**src/rtl/vga_timing_pkg.sv**
```systemverilog
// Shared VGA timing constants and the per-axis phase encoding.
// The per-axis successor function is kept here as well.
package vga_timing_pkg;

  localparam int CNT_W = 16;
  localparam int PIX_W = 10;

  localparam int DEF_H_VISIBLE = 640;
  localparam int DEF_H_FP      = 16;
  localparam int DEF_H_SYNC    = 96;
  localparam int DEF_H_BP      = 48;
  localparam int DEF_H_TOTAL   = DEF_H_VISIBLE + DEF_H_FP + DEF_H_SYNC + DEF_H_BP;

  localparam int DEF_V_VISIBLE = 480;
  localparam int DEF_V_FP      = 10;
  localparam int DEF_V_SYNC    = 2;
  localparam int DEF_V_BP      = 33;
  localparam int DEF_V_TOTAL   = DEF_V_VISIBLE + DEF_V_FP + DEF_V_SYNC + DEF_V_BP;

  typedef enum logic [1:0] {
    PH_ACTIVE = 2'd0,
    PH_FRONT  = 2'd1,
    PH_SYNC   = 2'd2,
    PH_BACK   = 2'd3
  } phase_e;

  function automatic phase_e next_phase(input phase_e ph);
    phase_e nxt;
    case (ph)
      PH_ACTIVE: nxt = PH_FRONT;
      PH_FRONT:  nxt = PH_SYNC;
      PH_SYNC:   nxt = PH_BACK;
      PH_BACK:   nxt = PH_ACTIVE;
      default:   nxt = PH_BACK;
    endcase
    return nxt;
  endfunction

endpackage

```
**src/rtl/vga_axis_phase.sv**
```systemverilog
// One axis of the sync generator: phase FSM plus count-continuity and range check.
// phase_nxt and fault are combinational; the top registers everything it drives out.
module vga_axis_phase
  import vga_timing_pkg::*;
#(
  parameter int CNT_W   = 16,
  parameter int VISIBLE = 640,
  parameter int FP      = 16,
  parameter int SYNC_W  = 96,
  parameter int BP      = 48
) (
  input  logic             clk_25MHz,
  input  logic             reset_n,
  input  logic [CNT_W-1:0] count,
  input  logic             advance,
  input  logic             first_sample,
  output logic [1:0]       phase_nxt,
  output logic             fault,
  output logic             out_of_range
);

  localparam logic [CNT_W-1:0] B_FRONT = CNT_W'(VISIBLE);
  localparam logic [CNT_W-1:0] B_SYNC  = CNT_W'(VISIBLE + FP);
  localparam logic [CNT_W-1:0] B_BACK  = CNT_W'(VISIBLE + FP + SYNC_W);
  localparam logic [CNT_W-1:0] B_LAST  = CNT_W'(VISIBLE + FP + SYNC_W + BP - 1);

  phase_e           phase_r;
  phase_e           nxt_s;
  phase_e           dec_s;
  logic [CNT_W-1:0] prev_r;
  logic [CNT_W-1:0] exp_s;
  logic [CNT_W-1:0] boundary_s;
  logic             jump_s;
  logic             oor_s;

  // Phase decode, continuity check and next-state selection
  always_comb begin
    dec_s      = PH_BACK;
    exp_s      = prev_r;
    boundary_s = {CNT_W{1'b0}};
    nxt_s      = phase_r;

    if (count < B_FRONT) begin
      dec_s = PH_ACTIVE;
    end else if (count < B_SYNC) begin
      dec_s = PH_FRONT;
    end else if (count < B_BACK) begin
      dec_s = PH_SYNC;
    end else begin
      dec_s = PH_BACK;
    end

    if (!advance) begin
      exp_s = prev_r;
    end else if (prev_r == B_LAST) begin
      exp_s = {CNT_W{1'b0}};
    end else begin
      exp_s = prev_r + CNT_W'(1);
    end

    oor_s  = (count > B_LAST);
    jump_s = !first_sample && (count != exp_s);

    case (phase_r)
      PH_ACTIVE: boundary_s = B_FRONT;
      PH_FRONT:  boundary_s = B_SYNC;
      PH_SYNC:   boundary_s = B_BACK;
      PH_BACK:   boundary_s = {CNT_W{1'b0}};
      default:   boundary_s = {CNT_W{1'b0}};
    endcase

    // Any doubt about the count history: trust the count itself.
    if (first_sample || jump_s || oor_s) begin
      nxt_s = dec_s;
    end else if (count == boundary_s) begin
      nxt_s = next_phase(phase_r);
    end else begin
      nxt_s = phase_r;
    end
  end

  assign phase_nxt    = nxt_s;
  assign fault        = oor_s | jump_s;
  assign out_of_range = oor_s;

  // Phase state and previous-count registers
  always_ff @(posedge clk_25MHz or negedge reset_n) begin
    if (!reset_n) begin
      phase_r <= PH_BACK;
      prev_r  <= {CNT_W{1'b0}};
    end else begin
      phase_r <= nxt_s;
      prev_r  <= count;
    end
  end

endmodule

```
**src/rtl/vga_sync_gen.sv**
```systemverilog
// VGA sync generator driven by external H/V counts: registered syncs, blanking,
// pixel coordinates, line/frame pulses, frame counter and a sticky timing fault.
module vga_sync_gen
  import vga_timing_pkg::*;
#(
  parameter int H_VISIBLE = DEF_H_VISIBLE,
  parameter int H_FP      = DEF_H_FP,
  parameter int H_SYNC    = DEF_H_SYNC,
  parameter int H_BP      = DEF_H_BP,
  parameter int V_VISIBLE = DEF_V_VISIBLE,
  parameter int V_FP      = DEF_V_FP,
  parameter int V_SYNC    = DEF_V_SYNC,
  parameter int V_BP      = DEF_V_BP
) (
  input  logic        clk_25MHz,
  input  logic        reset_n,
  input  logic        enable_V_counter,
  input  logic [15:0] H_Count_Value,
  input  logic [15:0] V_Count_Value,
  output logic        Hsync,
  output logic        Vsync,
  output logic        video_on,
  output logic [9:0]  pixel_x,
  output logic [9:0]  pixel_y,
  output logic        line_start,
  output logic        frame_start,
  output logic [15:0] frame_count,
  output logic        timing_error
);

  logic       first_r;
  logic       en_v_r;
  logic [1:0] h_ph_s;
  logic [1:0] v_ph_s;
  logic       h_fault_s;
  logic       v_fault_s;
  logic       h_oor_s;
  logic       v_oor_s;

  logic             hsync_s, vsync_s, video_s, line_s, frame_s;
  logic [PIX_W-1:0] px_s, py_s;

  logic             hsync_r, vsync_r, video_r, line_r, frame_r, err_r;
  logic [PIX_W-1:0] px_r, py_r;
  logic [15:0]      frame_cnt_r;

  vga_axis_phase #(
    .CNT_W(CNT_W), .VISIBLE(H_VISIBLE), .FP(H_FP), .SYNC_W(H_SYNC), .BP(H_BP)
  ) u_h_axis (
    .clk_25MHz   (clk_25MHz),
    .reset_n     (reset_n),
    .count       (H_Count_Value),
    .advance     (1'b1),
    .first_sample(first_r),
    .phase_nxt   (h_ph_s),
    .fault       (h_fault_s),
    .out_of_range(h_oor_s)
  );

  // V may only step in the sample after the end-of-line pulse was seen.
  vga_axis_phase #(
    .CNT_W(CNT_W), .VISIBLE(V_VISIBLE), .FP(V_FP), .SYNC_W(V_SYNC), .BP(V_BP)
  ) u_v_axis (
    .clk_25MHz   (clk_25MHz),
    .reset_n     (reset_n),
    .count       (V_Count_Value),
    .advance     (en_v_r),
    .first_sample(first_r),
    .phase_nxt   (v_ph_s),
    .fault       (v_fault_s),
    .out_of_range(v_oor_s)
  );

  // Next output values from the phases the axes are entering
  always_comb begin
    hsync_s = 1'b1;
    vsync_s = 1'b1;
    video_s = 1'b0;
    line_s  = 1'b0;
    px_s    = {PIX_W{1'b0}};
    py_s    = {PIX_W{1'b0}};

    if (h_oor_s || v_oor_s) begin
      hsync_s = 1'b1;
      vsync_s = 1'b1;
      video_s = 1'b0;
      line_s  = 1'b0;
    end else begin
      hsync_s = (h_ph_s != PH_SYNC);
      vsync_s = (v_ph_s != PH_SYNC);
      video_s = (h_ph_s == PH_ACTIVE) && (v_ph_s == PH_ACTIVE);
      line_s  = (H_Count_Value == 16'd0);
    end

    frame_s = line_s && (V_Count_Value == 16'd0);

    if (video_s) begin
      px_s = H_Count_Value[PIX_W-1:0];
      py_s = V_Count_Value[PIX_W-1:0];
    end else begin
      px_s = {PIX_W{1'b0}};
      py_s = {PIX_W{1'b0}};
    end
  end

  // Output registers, sticky fault and frame counter
  always_ff @(posedge clk_25MHz or negedge reset_n) begin
    if (!reset_n) begin
      first_r     <= 1'b1;
      en_v_r      <= 1'b0;
      hsync_r     <= 1'b1;
      vsync_r     <= 1'b1;
      video_r     <= 1'b0;
      px_r        <= {PIX_W{1'b0}};
      py_r        <= {PIX_W{1'b0}};
      line_r      <= 1'b0;
      frame_r     <= 1'b0;
      frame_cnt_r <= 16'd0;
      err_r       <= 1'b0;
    end else begin
      first_r <= 1'b0;
      en_v_r  <= enable_V_counter;
      hsync_r <= hsync_s;
      vsync_r <= vsync_s;
      video_r <= video_s;
      px_r    <= px_s;
      py_r    <= py_s;
      line_r  <= line_s;
      frame_r <= frame_s;
      if (frame_s) begin
        frame_cnt_r <= frame_cnt_r + 16'd1;
      end else begin
        frame_cnt_r <= frame_cnt_r;
      end
      err_r <= err_r | h_fault_s | v_fault_s;
    end
  end

  assign Hsync        = hsync_r;
  assign Vsync        = vsync_r;
  assign video_on     = video_r;
  assign pixel_x      = px_r;
  assign pixel_y      = py_r;
  assign line_start   = line_r;
  assign frame_start  = frame_r;
  assign frame_count  = frame_cnt_r;
  assign timing_error = err_r;

endmodule

```
**config.mk**
```make
export PLATFORM = sky130hd
export DESIGN_NAME = vga_sync_gen
export DESIGN_NICKNAME = d
export VERILOG_FILES = /design/src/rtl/vga_timing_pkg.sv /design/src/rtl/vga_axis_phase.sv /design/src/rtl/vga_sync_gen.sv
export SDC_FILE = /design/constraint.sdc
export NUM_CORES = 1
export LEC_CHECK = 0
export ABC_AREA = 1
export CAP_MARGIN = 20
export CORE_MARGIN = 2
export CORE_UTILIZATION = 60
export CTS_BUF_LIST = sky130_fd_sc_hd__clkbuf_4
export CTS_CLUSTER_DIAMETER = 80
export CTS_CLUSTER_SIZE = 10
export DETAILED_ROUTE_END_ITERATION = 10
export PLACE_DENSITY = 0.87
export REMOVE_ABC_BUFFERS = 1
export SYNTH_ARGS = -nofsm -noshare
export SYNTH_HDL_FRONTEND = slang
export SYNTH_SLANG_ARGS = --single-unit
```
**constraint.sdc**
```tcl
create_clock -name clk_25MHz -period 3.5 [get_ports clk_25MHz]
set_clock_uncertainty 0.15 [all_clocks]
set_input_delay 0.525 -clock clk_25MHz [delete_from_list [all_inputs] [get_ports clk_25MHz]]
set_output_delay 0.525 -clock clk_25MHz [all_outputs]
set_load 0.02 [all_outputs]
```
# Word-level counts from Yosys, hierarchy flattened
# Index checks and enable logic that the tools add are counted.
[totals]
word_cells = 83
regBits = 80
output_inout_bits = 42
[op_classes]
reduce_logical = 16
n_mux = 23
n_bitwise = 4
n_lt_le_gt_ge = 8
add_sub_neg = 3
eq_ne = 14
[ops]
columns = ["op", "n"]
rows = [
  ["one-hot mux 16 bit (4 select lines)", 2],
  ["adder 16 x 1 -> 16 bit (second input constant)", 3],
  ["less-than comparator 16 x 10 -> 1 bit (second input constant)", 3],
  ["less-than comparator 16 x 9 -> 1 bit (second input constant)", 3],
  ["two-way mux 16 bit", 3],
  ["== test 16 x 10 -> 1 bit (second input constant)", 2],
  ["== test 16 bit", 2],
  ["> comparator 16 x 10 -> 1 bit (second input constant)", 2],
  ["logical NOT 16 bit", 2],
  ["!= test 16 bit", 2],
  ["two-way mux 10 bit", 2],
  ["two-way mux 2 bit", 8],
  ["one-hot mux 2 bit (4 select lines)", 2],
  ["== test 2 bit (second input constant)", 4],
  ["logical NOT 2 bit", 4],
  ["two-way mux 1 bit", 6],
  ["logical OR 1 bit", 5],
  ["== test 2 x 1 -> 1 bit (second input constant)", 2],
  ["logical AND 1 bit", 4],
  ["!= test 2 bit (second input constant)", 2],
  ["bitwise OR 1 bit", 4],
  ["logical NOT 1 bit", 1],
]

# Longest topological paths before layout
# Gate-level depths: netlist of the first run.
[logic_depth]
word_depth = 12
depth_mapped = 21
depth_no_buf = 19

# Modules after synthesis
# From an unflattened synthesis of the first run, not the netlist that was laid out.
[unflattened]
cells_unflattened = 774
hier_area_um2 = 5356.4
[modules_own_cells]
columns = ["module", "seq_area_each_um2", "cells_per_inst", "area_per_inst_um2", "instances"]
rows = [
  ["vga_sync_gen", 1104.8, 262, 2059.5, 1],
  ["vga_axis_phase (u_v_axis)", 452.9, 264, 1671.6, 1],
  ["vga_axis_phase (u_h_axis)", 452.9, 248, 1625.3, 1],
]

# Worst setup path after synthesis of the first run
# No wires, ideal clock.
[synth_timing]
path_type = "reg2reg"
startpoint = "register u_h_axis.prev_r[0]"
endpoint = "register py_r[1], in the netlist pixel_y[1]"
n_path_buf = 2
slack_ns = 1.108
arrival_time_ns = 2.123
path_stages_with_launch = 22
setup_time_ns = 0.119
synth_period_minus_slack_ns = 2.392
path_cell_list = "dfrtp_1 > ha_1 > nand2_2 > inv_1 > nand2_1 > nor2_1 > nand2_1 > buf_6 > nand2_1 > nand2_1 > nand2_1 > nor2_1 > nand2_1 > nor2_1 > nand2_1 > nor2_1 > nand4_1 > nand2_1 > nor2_2 > nand2_2 > buf_6 > nor2_2"
[synth_via]
elab_chain_len = 11
word_cells_on_any_way = 12
classes_between = "add/sub: 1; eq/ne: 2; mux: 4; reduce/logical: 5"
[synth_lines]
columns = ["element", "line", "text"]
rows = [
  ["from (decl)", "vga_axis_phase.sv:30", "logic [CNT_W-1:0] prev_r;"],
  ["from (signal assigned)", "vga_axis_phase.sv:90", "prev_r <= {CNT_W{1'b0}};"],
  ["from (signal assigned)", "vga_axis_phase.sv:93", "prev_r <= count;"],
  ["adder 16 x 1 -> 16 bit or == test 16 x 10 -> 1 bit (tied branches)", "vga_axis_phase.sv:58, vga_axis_phase.sv:55", ""],
  ["two-way mux 16 bit *", "vga_axis_phase.sv:55", "end else if (prev_r == B_LAST) begin"],
  ["!= test 16 bit *", "vga_axis_phase.sv:62", "jump_s = !first_sample && (count != exp_s);"],
  ["logical AND 1 bit *", "vga_axis_phase.sv:62", ""],
  ["logical OR 1 bit * (2 in series)", "vga_axis_phase.sv:73", "if (first_sample || jump_s || oor_s) begin"],
  ["two-way mux 2 bit *", "vga_axis_phase.sv:73", ""],
  ["named net h_ph_s[0]", "vga_sync_gen.sv:33", "logic [1:0] h_ph_s;"],
  ["logical NOT 2 bit *", "vga_sync_gen.sv:91", "video_s = (h_ph_s == PH_ACTIVE) && (v_ph_s == PH_ACTIVE);"],
  ["logical AND 1 bit *", "vga_sync_gen.sv:91", ""],
  ["two-way mux 1 bit *", "vga_sync_gen.sv:83", "if (h_oor_s || v_oor_s) begin"],
  ["two-way mux 10 bit *", "vga_sync_gen.sv:97", "if (video_s) begin"],
  ["named net py_s[1]", "vga_sync_gen.sv:41", "logic [PIX_W-1:0] px_s, py_s;"],
  ["to (signal assigned)", "vga_sync_gen.sv:115", "py_r <= {PIX_W{1'b0}};"],
  ["to (signal assigned)", "vga_sync_gen.sv:127", "py_r <= py_s;"],
  ["to (decl)", "vga_sync_gen.sv:44", "logic [PIX_W-1:0] px_r, py_r;"],
]
# The timed path passes the listed nets; every way through them passes the cells marked *.
# A chain may end at the register's enable or synchronous reset.

# Final worst setup path of the first run
[layout_timing]
startpoint = "register u_v_axis.prev_r[0]"
endpoint = "register py_r[6], in the netlist pixel_y[6]"
[layout_via]
elab_chain_len = 12
word_cells_on_any_way = 13
classes_between = "add/sub: 1; eq/ne: 2; mux: 5; reduce/logical: 5"
[layout_lines]
columns = ["element", "line", "text"]
rows = [
  ["from (decl)", "vga_axis_phase.sv:30", ""],
  ["from (signal assigned)", "vga_axis_phase.sv:90", ""],
  ["from (signal assigned)", "vga_axis_phase.sv:93", ""],
  ["adder 16 x 1 -> 16 bit or == test 16 x 10 -> 1 bit (tied branches)", "vga_axis_phase.sv:58, vga_axis_phase.sv:55", ""],
  ["two-way mux 16 bit", "vga_axis_phase.sv:55", ""],
  ["two-way mux 16 bit *", "vga_axis_phase.sv:53", "if (!advance) begin"],
  ["!= test 16 bit *", "vga_axis_phase.sv:62", ""],
  ["logical AND 1 bit *", "vga_axis_phase.sv:62", ""],
  ["logical OR 1 bit * (2 in series)", "vga_axis_phase.sv:73", ""],
  ["two-way mux 2 bit *", "vga_axis_phase.sv:73", ""],
  ["named net u_v_axis.phase_nxt[0]", "vga_axis_phase.sv:17", "output logic [1:0] phase_nxt,"],
  ["logical NOT 2 bit *", "vga_sync_gen.sv:91", ""],
  ["logical AND 1 bit *", "vga_sync_gen.sv:91", ""],
  ["two-way mux 1 bit *", "vga_sync_gen.sv:83", ""],
  ["two-way mux 10 bit *", "vga_sync_gen.sv:97", ""],
  ["named net py_s[6]", "vga_sync_gen.sv:41", ""],
]
# Marked as above.

==> summary.md, run 1 <==
| Metric | Value |
|---|---|
| Outcome | completed |
| Clk sinks | 80 |
| Routed Antenna Nets | 0 |
| TritonCTS buffer count | 9 |
| Switching share of power | 30.90% |
| Top-area cell type share of the netlist area | 35.48% |
| Layout net count | 858 |
| Path depth of the worst reg2reg path | 17 |
| Flop2flop setup slack | 580 ps |
| Finished Core Util | 75.21% |
| Post-synth top flop | dfrtp_1 |
| Number of synthesized flops with an enable pin | 0 |
| Min Tclk post-route | 2922 ps |
| Syn avg cell area | 7.102 um2 |
| Clock root buffer | clkbuf_4 |
| Slowest Stage Delay on Critical Path | 500 ps |
| Final Hold Vio Count | 0 |
| Most frequent cells in the layout | 213 x nand2_1, 97 x inv_1, 92 x nor2_1 |
| Setup crit end kind | register |
| Crit Path Max Fanout | 21 |
| Synth cell types | 35 |
| Die height | 96.64 um |
| Port bufs | 76 |
| Reg2reg end | pixel_y[6]$_DFF_PN0_ |
| Initial Utilization | 62.35% |
| Vias per inst | 5.475 |
| Max Slew Vio Count | 0 |
| Buf/Inv on CP | 2 |
| Die Width | 96.64 um |
| Gate power share | 15.4% |
| Worst min path class | input pin to async pin |
| HPWL Detailed | 9966 um |
| Final period util | 83.48% |
| Seq/Total Area, Yosys | 39.05% |
| Post-CTS resize count | 0 |
| Boundary pin count | 77 |
| Global-route wire length before repair | 21820 um |
| Residual DRC | 0 |
| Diode count | 0 |
| Core Footprint | 8258 um2 |
| Internal Power | 0.001279 W |
| RSZ-0062 raised after global routing | false |
| Commonest non-fill, non-tap cell in the layout | nand2_1 |
| Pwr/cell area | 298.1 nW/um2 |
| Worst path depth | 17 |
| Final setup viols | 0 |
| Worst path arrival time | 3140 ps |
| CP Launch Type | register |
| Drt first pass iters | 5 |
| Setup TNS | 0 ps |
| Sequential Power Share | 52.7% |
| Layout cells sized above 1 | 10.28% |
| WS Path Type | register to register |
| Slowest CP cell | dfrtp_1 |
| Total power after layout | 0.001851 W |
| Post-DR wirelength/cell | 14.12 um |
| GP Congestion | 0.9361 |
| Synth Cell Area | 5149 um2 |
| CP required | 3720 ps |
| Longest Clk Path Bufs | 2 |
| Largest net degree at the start of global routing | 81 |
| CP cell instances | inv_1 -> ha_1 -> nand4_1 -> nor2_1 -> nand3_2 -> nand3_1 -> nand2_1 -> nor2_1 -> nand2_1 -> nor2_2 -> nand3_2 -> nand2_2 -> nand2_2 -> nor2_2 -> nand2_2 -> buf_12 -> nor2_2 |
| P_leak | 3.171 nW |
| Clk pwr share | 31.9% |
| Clk slew on worst S/H paths | 140 ps |
| Sw Pwr | 0.0005720 W |
| Maxcap violations | 0 |
| Vias in the first global route | 4922 |
| TritonCTS clock tree | built |
| Worst-case vdd ir drop | 0.0002434 V |
| Critical path's top delay family | simple AND/OR/NAND/NOR gates |
| Cell taking the most area after synthesis | dfrtp_1 |
| DR vias | 5048 |
| Die area | 9338 um2 |
| Initial antenna violation count | 0 |
| DR iter-0 viols | 254 |
| GRT Residual Overflow | 0 |
| Layout area overhead | 20.63% |
| WL final | 13020 um |
| Site Rows | 33 |
| Yosys reg bits | 80 |
| # H-tree levels | 3 |
| Reg-to-reg startpoint | u_v_axis.prev_r[0]$_DFF_PN0_ |
| Clock Latency Late Sink | 440 ps |
| Syn Inst Count | 725 |
| Top cells by area, synth | dfrtp_1 35%, nand2_1 16%, nand3_1 7.6%, inv_1 7.1%, nor2_1 6.7% |
| Async SR Flop Fraction | 100.0% |
| Warnings, synthesis | 0 |
| Max Clock Freq | 342.3 MHz |
| Gr usage total | 28.17% |
[cells by family (layout without fill, tap and decap cells)]
logic type      Yosys count  count (layout)  synth area share (%)
compound gates           19              19                 2.114
xor+xnor                 25              25                 4.787
fa+ha+maj                11              11                 2.673
buf+inv                 106             198                 8.262
flops                    80              80                 39.05
mux                       2               2                0.4131
other cells               1               1               0.07283
simple gates            481             481                 42.62
[area by class of cell]
type	instances	area, um2
multi-input combinational	539	2713
fill	642	2047
sequential	80	2011
timing repair buffer	81	830.8
inverter	101	379.1
tap	105	131.4
clock inverter	7	78.83
clock buffer	9	67.56
[layer usage]
layer  wire [um]  global-route usage (%)
met5           0                       0
met2        6760                   51.07
met1        5319                   33.51
met3         695                   5.925
met4         246                   8.451
[synthesized netlist by cell type (9+ instances only)]
master and n:
o21ai_0 9, nand2_2 13, nand4_1 33, inv_1 97, dfrtp_1 73, nor2_1 92
nand2_1 213, ha_1 11, xor2_1 14, nand3_1 78, xnor2_1 9, nor2_2 27
[worst max path at each step]
stage | end | startpoint
floorplan | pixel_x[9]$_DFF_PN0_ | u_h_axis.prev_r[0]$_DFF_PN0_
global placement | frame_count[15]$_DFFE_PN0P_ | V_Count_Value[12]
detailed placement | frame_count[15]$_DFFE_PN0P_ | V_Count_Value[12]
CTS | pixel_y[6]$_DFF_PN0_ | u_h_axis.prev_r[0]$_DFF_PN0_
global route | pixel_x[9]$_DFF_PN0_ | u_h_axis.prev_r[0]$_DFF_PN0_
finish | pixel_y[6]$_DFF_PN0_ | u_v_axis.prev_r[0]$_DFF_PN0_
[worst register-to-register path, stage by stage (launching register included)]
cell and delay, ps:
dfrtp_1 500, inv_1 160, ha_1 160, nand4_1 150, nor2_1 150, nand3_2 210
nand3_1 140, nand2_1 60, nor2_1 120, nand2_1 90, nor2_2 230, nand3_2 130
nand2_2 80, nand2_2 60, nor2_2 110, nand2_2 70, buf_12 170, nor2_2 120
[sequential cells by signal, indices dropped and copies added, names as in the netlist, 2 cells and up]
name / cells
u_v_axis.prev_r: 16
u_v_axis.phase_r: 2
pixel_x: 10
u_h_axis.phase_r: 2
frame_count: 16
pixel_y: 10
u_h_axis.prev_r: 16
[power by group through the flow]
stage                     clock [W]  sequential (W)  combinational (W)
after floorplan                   0        0.000985           0.000165
after global placement            0        0.000992           0.000267
after detailed placement          0        0.000992           0.000276
after CTS                  0.000604        0.000975           0.000278
after global routing       0.000641        0.000980           0.000321
final                      0.000590        0.000976           0.000285
[metrics by stage]
stage | hold WS (ps) | setup WS [ps] | area [um2] | std cells
floorplan | 79.41 | 870.5 | 5102 | 720
global placement | 319.8 | 442.1 | 6027 | 904
detailed placement | 339.2 | 340.3 | 6027 | 904
CTS | 97.51 | 646.4 | 6173 | 920
global route | 248.0 | 271.8 | 6211 | 922
finish | 272.6 | 578.2 | 6211 | 922
[what timing repair did]
action / CTS / global route
hold buffers: 0 / 1
hold endpoints to repair: 0 / 21
buffers inserted: 0 / 0
Note: power is estimated with default switching activity, not from simulation.
==> inputs of run 2 (changes only) <==
Settings changed: CORE_UTILIZATION 60 to 57, PLACE_DENSITY 0.87 to 0.83.
Clock period 3.5 ns to 2.8 ns, I/O delays scaled along.
==> run 2 against run 1 <==
Effect of this change:
- the run now ends with negative setup slack left
- cell count is 5.0% higher
- global-route usage grew 0.26 points
- via count up 6.2%
- sequential share of layout area shrank 3.0 points
- first-iteration DRC count is 19% higher
- sequential power up 25%
- combinational power is 47% higher
- non-clock buffer count increased by 42
- largest cell class unchanged
==> summary.md, run 2 (same netlist as run 1, synthesis figures left out) <==
| Metric | Value |
|---|---|
| Violations in the final reports | negative setup slack |
| Finished Core Util | 78.68% (+3.5 points) |
| RSZ-0062 raised after global routing | true |
| Global-route wire length before repair | 22650 um (+3.8%) |
| Residual DRC | 0 (unchanged) |
| Outcome | complete, but fails checks |
| Layout area overhead | 33.27% |
| Longest Clk Path Bufs | 2 (unchanged) |
| Site Rows | 34 (+3.0%) |
| Setup crit end kind | register |
| Final Hold Vio Count | 0 (unchanged) |
| WS Path Type | register to register |
| Post-DR wirelength/cell | 15.31 um (+8.4%) |
| Largest net degree at the start of global routing | 47 (-42%) |
| Port bufs | 76 (unchanged) |
| Placed insts | 934 (+3.3%) |
| Clock root buffer | clkbuf_4 |
| TritonCTS clock tree | built |
| GR Layer Usage met1 | 36.04% (+2.5 points) |
| Final period util | 102.5% (+19 points) |
| GP Congestion | 0.9528 (+1.8%) |
| DR vias | 5362 (+6.2%) |
| HPWL Detailed | 10450 um (+4.8%) |
| Most frequent cells in the layout | 200 x nand2_1, 94 x inv_1, 78 x nor2_1 |
| Worst min path class | input pin to register |
| WL final | 14820 um (+14%) |
| GRT met3 Usage | 3.688% (-2.2 points) |
| Clk sinks | 80 (unchanged) |
| Routed Antenna Nets | 0 (unchanged) |
| Crit Path Max Fanout | 6 (-71%) |
| Vias per inst | 5.539 (+1.2%) |
| Layout cells sized above 1 | 20.12% (+9.8 points) |
| Fillers | 566 (-12%) |
| Worst-case vdd ir drop | 0.0002069 V (-15%) |
| Drt first pass iters | 5 (unchanged) |
| Max Clock Freq | 348.4 MHz (+1.8%) |
| Final setup viols | 21 (+21) |
| Layout net count | 901 (+5.0%) |
| Min Tclk post-route | 2870 ps (-51.80 ps) |
| Met2 Use GR | 49.22% (-1.8 points) |
| DP Area | 6271 um2 (+4.0%) |
| Gr usage total | 28.43% (+0.26 points) |
| Initial Utilization | 59.04% (-3.3 points) |
| Diode count | 0 (unchanged) |
| Boundary pin count | 77 (unchanged) |
| Initial antenna violation count | 0 (unchanged) |
| Vias in the first global route | 5081 (+3.2%) |
| TritonCTS buffer count | 9 (unchanged) |
| Clock Latency Late Sink | 450 ps (about the same) |
| Dpl ws | -84.01 ps (-424.3 ps) |
| Max Slew Vio Count | 0 (unchanged) |
| DR iter-0 viols | 303 (+19%) |
| Maxcap violations | 0 (unchanged) |
| GRT Residual Overflow | 0 (unchanged) |
| CP Launch Type | register |
| Setup TNS | -779.4 ps (-779.4 ps) |
| P_leak | 3.478 nW (+9.7%) |
| Die area | 9809 um2 (+5.0%) |
| Core Footprint | 8721 um2 (+5.6%) |
| Commonest non-fill, non-tap cell in the layout | nand2_1 |
| Die Width | 99.04 um (+2.5%) |
| Fin cells | 968 (+5.0%) |
| Final worst setup slack | -69.95 ps (-648.2 ps) |
| Clk slew on worst S/H paths | 170 ps (+30 ps) |
| Post-layout instance area | 6862 um2 (+10%) |
| CP required | 3040 ps (-680 ps) |
| Worst path arrival time | 3110 ps (-30 ps) |
| # H-tree levels | 3 (unchanged) |
| Die height | 99.04 um (+2.5%) |
| Pwr/cell area | 366.0 nW/um2 (+23%) |
| Most Used Layer, Global Route | met2 |
==> run 2: final timing paths <==
kind	to	slack [ps]	startpoint	cells past startpoint
max	pixel_x[1]$_DFF_PN0_	-70	u_h_axis.prev_r[0]$_DFF_PN0_	19
min	en_v_r$_DFF_PN0_	250	enable_V_counter	1
max reg2reg	pixel_x[1]$_DFF_PN0_	-70	u_h_axis.prev_r[0]$_DFF_PN0_	19
min reg2reg	frame_count[15]$_DFFE_PN0P_	340	frame_count[15]$_DFFE_PN0P_	1
max in group asynchronous	u_v_axis.phase_r[1]$_DFF_PN1_	1510	reset_n	3
min in group asynchronous	frame_count[0]$_DFFE_PN0P_	300	reset_n	2
==> run 2: layer usage <==
metal | vias up | wire length [um]
met4 | 0 | 475
met3 | 53 | 1020
met1 | 2504 | 5943
met5 | - | 0
li1 | 2552 | -
met2 | 253 | 7380
==> run 2: power breakdown <==
part / switching, W / internal [W]
Sequential: 0.0000403 / 0.00118
Clock: 0.000487 / 0.000381
Combinational: 0.000254 / 0.000167
==> run 2: repair_timing <==
item / in CTS / in global routing
gates cloned: 0 / 3
gates resized for setup: 3 / 69
pin swaps: 0 / 31
endpoints found under the hold margin: 34 / 0
hold buffers: 1 / 0
buffers inserted: 0 / 14
endpoints found under the setup margin: 21 / 21
==> run 2: worst max-delay path: stages (launching register included) <==
cell and delay (ps):
dfrtp_1 430, ha_2 230, nand2_2 80, buf_6 140, nor2_4 180, nand2_4 100
nand2_2 100, nand2_1 60, nand2_1 100, nand2_1 70, nor2_1 110, nand3_1 110
nor2_2 140, nand4_1 100, nand2_1 80, nand2_2 90, nor2_4 130, nand2_4 110
buf_12 170, nor2_2 120
==> run 2: through the flow <==
stage | hold WS [ps] | total power, W
2_1_floorplan | -25.59 | 0.001437
3_3_place_gp | 249.2 | 0.001599
3_5_place_dp | 257.8 | 0.001611
4_1_cts | 230.8 | 0.002460
5_1_grt | 232.8 | 0.002614
6_report | 245.6 | 0.002511
==> run 2: area by class of cell <==
cell class / instances / area, um2 / share of cell area [%]
multi-input combinational: 540 / 2945 / 42.92
sequential: 80 / 2017 / 29.39
timing repair buffer: 123 / 1210 / 17.63
inverter: 101 / 379.1 / 5.525
tap: 108 / 135.1 / 1.969
clock inverter: 7 / 107.6 / 1.568
clock buffer: 9 / 67.56 / 0.9847
